### src/rtl/registrador_piso_pkg.sv
// Shared definitions for the parallel register path (transmitter and receiver).
package registrador_piso_pkg;

    localparam int unsigned REG_N = 8;

    typedef enum logic [1:0] {
        ST_IDLE  = 2'd0,
        ST_SHIFT = 2'd1,
        ST_DONE  = 2'd2
    } state_t;

endpackage

### src/rtl/registrador_piso_contador_bits.sv
// contador_bits: up-counter with async clear, sync clear and count enable.
module contador_bits #(
    parameter int unsigned W = 4
) (
    input  logic         clk,
    input  logic         clr,
    input  logic         sclr,
    input  logic         en,
    output logic [W-1:0] q
);

    always_ff @(posedge clk or posedge clr) begin
        if (clr) begin
            q <= '0;
        end else if (sclr) begin
            q <= '0;
        end else if (en) begin
            q <= q + W'(1);
        end
    end

endmodule

### src/rtl/registrador_piso.sv
// Parallel-in/serial-out transmit register with load handshake and done pulse.
// Optional even parity bit after the data bits when PARITY_EN is defined.
module registrador_piso
    import registrador_piso_pkg::*;
#(
    parameter int unsigned N         = REG_N,
    parameter bit          MSB_FIRST = 1'b1
) (
    input  logic         clk,
    input  logic         clr,
    input  logic [N-1:0] d,
    input  logic         load,
    output logic         ready,
    output logic         sout,
    output logic         sout_valid,
    output logic         done
);

`ifdef PARITY_EN
    localparam int unsigned F = N + 1;
`else
    localparam int unsigned F = N;
`endif
    localparam int unsigned CW = $clog2(N + 2);

    state_t          state;
    state_t          state_nx;
    logic [N-1:0]    sreg;
    logic [CW-1:0]   cnt;
    logic            capture;
    logic            last_bit;
`ifdef PARITY_EN
    logic            par;
`endif

    function automatic logic head_bit(input logic [N-1:0] w);
        return MSB_FIRST ? w[N-1] : w[0];
    endfunction

    function automatic logic [N-1:0] advance(input logic [N-1:0] w);
        return MSB_FIRST ? {w[N-2:0], 1'b0} : {1'b0, w[N-1:1]};
    endfunction

    contador_bits #(.W(CW)) u_cnt (
        .clk  (clk),
        .clr  (clr),
        .sclr (capture),
        .en   (state == ST_SHIFT),
        .q    (cnt)
    );

    // Next-state decode; the counter holds the index of the bit currently on sout.
    always_comb begin
        state_nx = state;
        capture  = 1'b0;
        last_bit = 1'b0;
        case (state)
            ST_IDLE: begin
                if (load) begin
                    capture  = 1'b1;
                    state_nx = ST_SHIFT;
                end
            end
            ST_SHIFT: begin
                if (cnt == CW'(F - 1)) begin
                    last_bit = 1'b1;
                    state_nx = ST_DONE;
                end
            end
            ST_DONE:  state_nx = ST_IDLE;
            default:  state_nx = ST_IDLE;
        endcase
    end

    // The head bit is registered straight into sout, so sreg keeps only the remaining bits.
    always_ff @(posedge clk or posedge clr) begin
        if (clr) begin
            state      <= ST_IDLE;
            sreg       <= '0;
            sout       <= 1'b0;
            sout_valid <= 1'b0;
            done       <= 1'b0;
            ready      <= 1'b1;
`ifdef PARITY_EN
            par        <= 1'b0;
`endif
        end else begin
            state <= state_nx;
            done  <= 1'b0;
            if (capture) begin
                sreg       <= advance(d);
                sout       <= head_bit(d);
                sout_valid <= 1'b1;
                ready      <= 1'b0;
`ifdef PARITY_EN
                par        <= ^d;
`endif
            end else if (last_bit) begin
                sout       <= 1'b0;
                sout_valid <= 1'b0;
                done       <= 1'b1;
            end else if (state == ST_SHIFT) begin
`ifdef PARITY_EN
                sout <= (cnt == CW'(N - 1)) ? par : head_bit(sreg);
`else
                sout <= head_bit(sreg);
`endif
                sreg <= advance(sreg);
            end else if (state == ST_DONE) begin
                ready <= 1'b1;
            end
        end
    end

endmodule
### config.mk
export PLATFORM = sky130hd
export DESIGN_NAME = registrador_piso
export DESIGN_NICKNAME = d
export VERILOG_FILES = /design/src/rtl/registrador_piso_pkg.sv /design/src/rtl/registrador_piso_contador_bits.sv /design/src/rtl/registrador_piso.sv
export SDC_FILE = /design/constraint.sdc
export NUM_CORES = 1
export LEC_CHECK = 0
export ABC_AREA = 1
export CORE_MARGIN = 2
export CORE_UTILIZATION = 50
export CTS_CLUSTER_SIZE = 8
export DETAILED_ROUTE_END_ITERATION = 10
export HOLD_SLACK_MARGIN = 0.12
export PLACE_DENSITY = 0.76
export SYNTH_ARGS = -nofsm -noshare
export SYNTH_HDL_FRONTEND = slang
export SYNTH_SLANG_ARGS = --single-unit
### constraint.sdc
create_clock -name clk -period 1.5 [get_ports clk]
set_clock_uncertainty 0.1 [all_clocks]
set_input_delay 0.375 -clock clk [delete_from_list [all_inputs] [get_ports clk]]
set_output_delay 0.375 -clock clk [all_outputs]
set_load 0.02 [all_outputs]
# Word-level counts from Yosys, hierarchy flattened
# Cells that the tools add are included.
# totals
regBits,18
in_bits,11
output_inout_bits,4
word_cells,46
# op_classes
n_addsub,1
n_eq_ne,7
mux,23
n_reduce_logical,8
# ops
operator,count
8-bit two-way mux,3
1-bit two-way mux,15
4-bit two-way mux,2
"2-bit != test, second input constant",4
2-bit nonzero test,3
"4-bit by 1-bit adder with 4-bit output, second input constant",1
"4-bit by 3-bit == test with 1-bit output, second input constant",1
2-bit two-way mux,2
2-bit case mux with 2 select lines,1
2-bit AND reduction,2
3-bit AND reduction,1
3-bit nonzero test,1
"2-bit by 1-bit == test with 1-bit output, second input constant",1
"2-bit == test, second input constant",1
2-bit logical NOT,1

# Longest topological paths before layout
# depth
ltp_word,5
ltp_mapped,6
ltp_nobuf,6

# By module
# From an unflattened synthesis, not the netlist that was laid out.
# unflattened
cells_unflattened,103
area_unflattened_um2,834.6
# modules_own_cells
mod,instances,cells_each,area_per_inst_um2,seq_area_each_um2
registrador_piso,1,79,640.6,326.6
contador_bits,1,24,193.9,100.1

# Least setup slack after synthesis
# No wires, ideal clock.
# synth_timing
path_type,register to register
start,reg state[0]
end,reg sreg[2]
setup_time_ns,0.116
t_arrival_ns,0.968
required_ns,1.284
path_slack_ns,0.315
stages_incl_launch_ff,6
path_buffers,1
period_less_slack_ns,1.185
cell_sequence,dfrtp_1 nor2_4 nand2_4 buf_6 nand3_1 nand2_1
# synth_between
elab_chain_cells,4
elab_cells_between_ends,8
cone_classes,2 x eq/ne; 3 x mux; 3 x reduce/logical
# synth_lines
element,line_no,rtl
start: declaration,registrador_piso.sv:26,state_t state;
start signal: assignment,registrador_piso.sv:88,state <= state_nx;
2-bit by 1-bit == test with 1-bit output or 2-bit logical NOT (tied branches),"registrador_piso.sv:57, registrador_piso.sv:102",
1-bit two-way mux,registrador_piso.sv:57,case (state)
2-bit != test (no line) or 2-bit nonzero test (tied branches),n/a,
2-bit AND reduction (no line),n/a,
end signal: assignment,registrador_piso.sv:91,sreg <= advance(d);
end signal: assignment,registrador_piso.sv:108,sreg <= advance(sreg);
end: declaration,registrador_piso.sv:28,logic [N-1:0] sreg;
# Parallel ways exist; a longest one is shown, timed or not.
# A chain may end at the register's enable or synchronous reset.

# Worst setup path in the final report
# layout_timing
start,reg sout
end,out sout
# layout_rtl
element,line_no,rtl
start: declaration,registrador_piso.sv:14,"output logic sout,"
start signal: assignment,registrador_piso.sv:92,sout <= head_bit(d);
start signal: assignment,registrador_piso.sv:106,sout <= head_bit(sreg);
# No word-level cell between the ends.

==> parameters.txt <==
Parameter                              Value

Floorplanning
  Horizontal extent of the die ... 44.9 um
  Number of I/O pins ... 15
  Core Footprint ... 1540 um^2
  FP Rows ... 14
  Starting density of the core ... 54.4%
  Die Span Y ... 44.9 um
  Die Area ... 2020 um^2

Synth
  Cell type with the largest total area after synthesis ... sky130_fd_sc_hd__dfrtp_1
  Largest cells by area after synthesis ... sky130_fd_sc_hd__dfrtp_1, sky130_fd_sc_hd__nand2_1, sky130_fd_sc_hd__nand3_1
  Seq/Total Area, Yosys ... 50.9%
  Number of register bits inferred by synthesis ... 17
  Number of unique standard cell types used by synthesis ... 17
  Synth Instances ... 98
  Mapped cell area ... 838 um^2
  Synthesized netlist net count ... 110
  Synthesis Warnings ... 0
  Post-synth top area share ... 47.8%
  Mapped Avg Cell Area ... 8.55 um^2

Routing
  Number of search-and-repair iterations in the first detailed-routing pass ... 6
  Total detailed-routing wirelength ... 1570 um
  Remaining antenna violation count ... 0
  Post-detailed-route via-to-cell ratio ... 4.93
  Overall via count from detail_route ... 661
  DRC marker count from the first detailed-route iteration ... 12
  Final routed wire length divided by cell count ... 11.7 um
  Drc violations ... 0

Cells and area
  Final Non-Filler Cells ... 134
  Diodes inserted ... 0
  Share of cells above drive strength 1 ... 16.9%
  Fillers ... 137
  Core utilization of the finished layout ... 66.3%
  Post-synthesis to final-layout area growth ... 21.9%
  Layout net count ... 131

Hold path
  Path type of the worst min-delay path ... input pin to async pin

Global route
  Maximum number of pins on one net before global-route repair ... 19
  Number of antenna violations at the first check in global routing ... 0
  Via count of the first global-routing pass ... 659
  GRT Residual Overflow ... 0
  First-pass GRT wire length ... 2810 um
  Total track usage ... 19.3%

Clocking
  Clock root cell ... sky130_fd_sc_hd__clkbuf_4
  CTS tree ... built
  Deepest level of the CTS H-tree ... 1
  Clock insertion delay at the later pin of the skew report ... 0.29 ns
  Clock slew at reported path FFs ... 0.10 ns
  Count of clock tree sinks ... 17
  Number of buffers added by the clock tree synthesis step ... 3
  Number of buffers on the longest clock path ... 2

Critical path
  Startpoint types ... register
  Data required, critical path ... 1.02 ns
  Signal arrival time at the worst endpoint ... 0.99 ns
  Class of the most critical setup path ... register to primary output
  Type of destination of the critical path ... primary output
  Highest-delay cell along the critical path ... sky130_fd_sc_hd__dfrtp_1
  Cell family contributing the most delay on the critical path ... flip-flops
  Cells traversed along the worst timing path ... clkdlybuf4s15_1
  Max FO, Critical Path ... 2
  Buf+Inv Stages, Crit Path ... 1
  CP max stage delay ... 0.40 ns

Timing
  Share of the clock period used by the worst path ... 97.6%
  Setup repair after global routing missed its margin ... no
  Number of failing hold endpoints at the final stage ... 0
  # setup viols final ... 0
  Measured slew at the worst slew-check pin ... 0.423 ns
  Timing-limited maximum frequency ... 0.683 GHz
  Worst hold slack ... 0.170 ns
  Post-route minimum period ... 1.46 ns
  Max Transition Viols Final ... 0
  Relative slew slack ... 71.5%

Place
  HPWL after detailed placement ... 1190 um
  Placer's final routability congestion estimate ... 0.808
  I/O Buffers ... 14
  Cells after DPL ... 130

Power
  Static leakage ... 0.549 nW
  Peak ir drop on the vdd network ... 836 uV
  Power per Cell Area ... 1800 nW/um^2

Run
  Number of max-cap violations ... 0

Status
  Outcome ... complete, no violations
==> cell families (layout without fill, tap and decap cells) <==
kind of cell,after synthesis,after routing,share of synthesized area (%)
AOI/OAI and AO/OA,5,5,3.43
xor gates and xnor gates,1,1,1.04
adders and majority gates,1,1,1.49
buffers and inverters,10,30,6.27
DFF,17,17,50.9
and+or+nand+nor,64,64,36.9
==> per-stage QoR <==
step	total power [W]	area [um^2]	TNS, ns	setup WS [ns]
3_5_place_dp	0.00163	1010	-0.913	-0.154
4_1_cts	0.00184	1020	0	0.00997
2_1_floorplan	0.00139	838	0	0.315
5_1_grt	0.00198	1020	0	0.00457
3_3_place_gp	0.00160	1010	-0.880	-0.148
6_report	0.00184	1020	0	0.0364
==> per-layer routing <==
metal | wire length, um | vias to the layer above | track usage, %
met5 | 0 | - | 0
met3 | 73 | 4 | 4.40
met2 | 706 | 11 | 30.0
li1 | - | 350 | -
met4 | 25 | 0 | 8.82
met1 | 761 | 296 | 25.5
==> path summary, 6_finish.rpt <==
path | start | endpoint | slack, ns | cells past startpoint
min in group clk | ready | ready | 0.38 | 1
setup reg to reg | u_cnt.q[1] | sreg[7] | 0.16 | 6
max in group asynchronous | clr | sreg[2] | 0.77 | 3
hold / removal | clr | sout_valid | 0.17 | 2
hold reg to reg | ready | ready | 0.38 | 1
setup / recovery | sout | sout | 0.04 | 1
==> final cells by class <==
type / instances / area (um^2) / share of cell area, %
flip-flops and latches: 17 / 427 / 41.7
multi-input cells: 71 / 359 / 35.1
clock buffers: 3 / 22.5 / 2.20
inverters: 8 / 30.0 / 2.94
well taps: 16 / 20.0 / 1.96
repair buffers: 18 / 159 / 15.5
clock inverters: 1 / 5.00 / 0.490
==> placed cells by master (no fill, tap or decap) <==
cell,Yosys,final
sky130_fd_sc_hd__xnor2_1,1,1
sky130_fd_sc_hd__clkbuf_2,0,1
sky130_fd_sc_hd__nand2_1,38,38
sky130_fd_sc_hd__buf_2,0,1
sky130_fd_sc_hd__nand3_1,15,15
sky130_fd_sc_hd__a21oi_1,1,1
sky130_fd_sc_hd__clkbuf_4,0,3
sky130_fd_sc_hd__nor2_4,2,2
sky130_fd_sc_hd__clkdlybuf4s50_1,0,10
sky130_fd_sc_hd__inv_1,6,6
sky130_fd_sc_hd__dlygate4sd2_1,0,1
sky130_fd_sc_hd__buf_4,0,4
sky130_fd_sc_hd__clkinv_2,0,1
sky130_fd_sc_hd__o21ai_0,1,1
sky130_fd_sc_hd__o21ai_1,2,2
sky130_fd_sc_hd__nand3_2,2,2
sky130_fd_sc_hd__dfstp_2,1,1
sky130_fd_sc_hd__o2bb2ai_1,1,1
sky130_fd_sc_hd__nand2_4,3,3
sky130_fd_sc_hd__inv_2,2,2
sky130_fd_sc_hd__ha_1,1,1
sky130_fd_sc_hd__dfrtp_1,16,16
sky130_fd_sc_hd__nor2_1,4,4
sky130_fd_sc_hd__clkdlybuf4s15_1,0,1
==> power by group <==
part / leakage, nW / switching [W] / internal [W] / total [W]
registers: 0.213 / 0.000127 / 0.000647 / 0.000774
logic: 0.318 / 0.000509 / 0.000306 / 0.000815
clock network: 0.0177 / 0.000148 / 0.0000994 / 0.000247
==> flip-flops by register name, indices dropped and copies added (netlist names) <==
name        cells
sout            1
sout_valid      1
ready           1
u_cnt.q         4
sreg            7
state           2
done            1
==> cell usage after synthesis <==
cell type                   number
sky130_fd_sc_hd__nand2_1        38
sky130_fd_sc_hd__dfrtp_1        16
sky130_fd_sc_hd__nand3_1        15
sky130_fd_sc_hd__inv_1           6
sky130_fd_sc_hd__nor2_1          4
sky130_fd_sc_hd__nand2_4         3
sky130_fd_sc_hd__buf_6           2
sky130_fd_sc_hd__inv_2           2
sky130_fd_sc_hd__nand3_2         2
sky130_fd_sc_hd__nor2_4          2
sky130_fd_sc_hd__o21ai_1         2
sky130_fd_sc_hd__a21oi_1         1
sky130_fd_sc_hd__dfstp_2         1
sky130_fd_sc_hd__ha_1            1
sky130_fd_sc_hd__o21ai_0         1
sky130_fd_sc_hd__o2bb2ai_1       1
sky130_fd_sc_hd__xnor2_1         1
==> repair_timing <==
action                     4_1_cts  5_1_grt
hold endpoints to repair         0        0
gates cloned                     0        0
hold buffers                     0        0
buffers inserted                 0        0
setup endpoints to repair        4        2
gates resized for setup          7        3
Power figures use the tool's default switching activity.
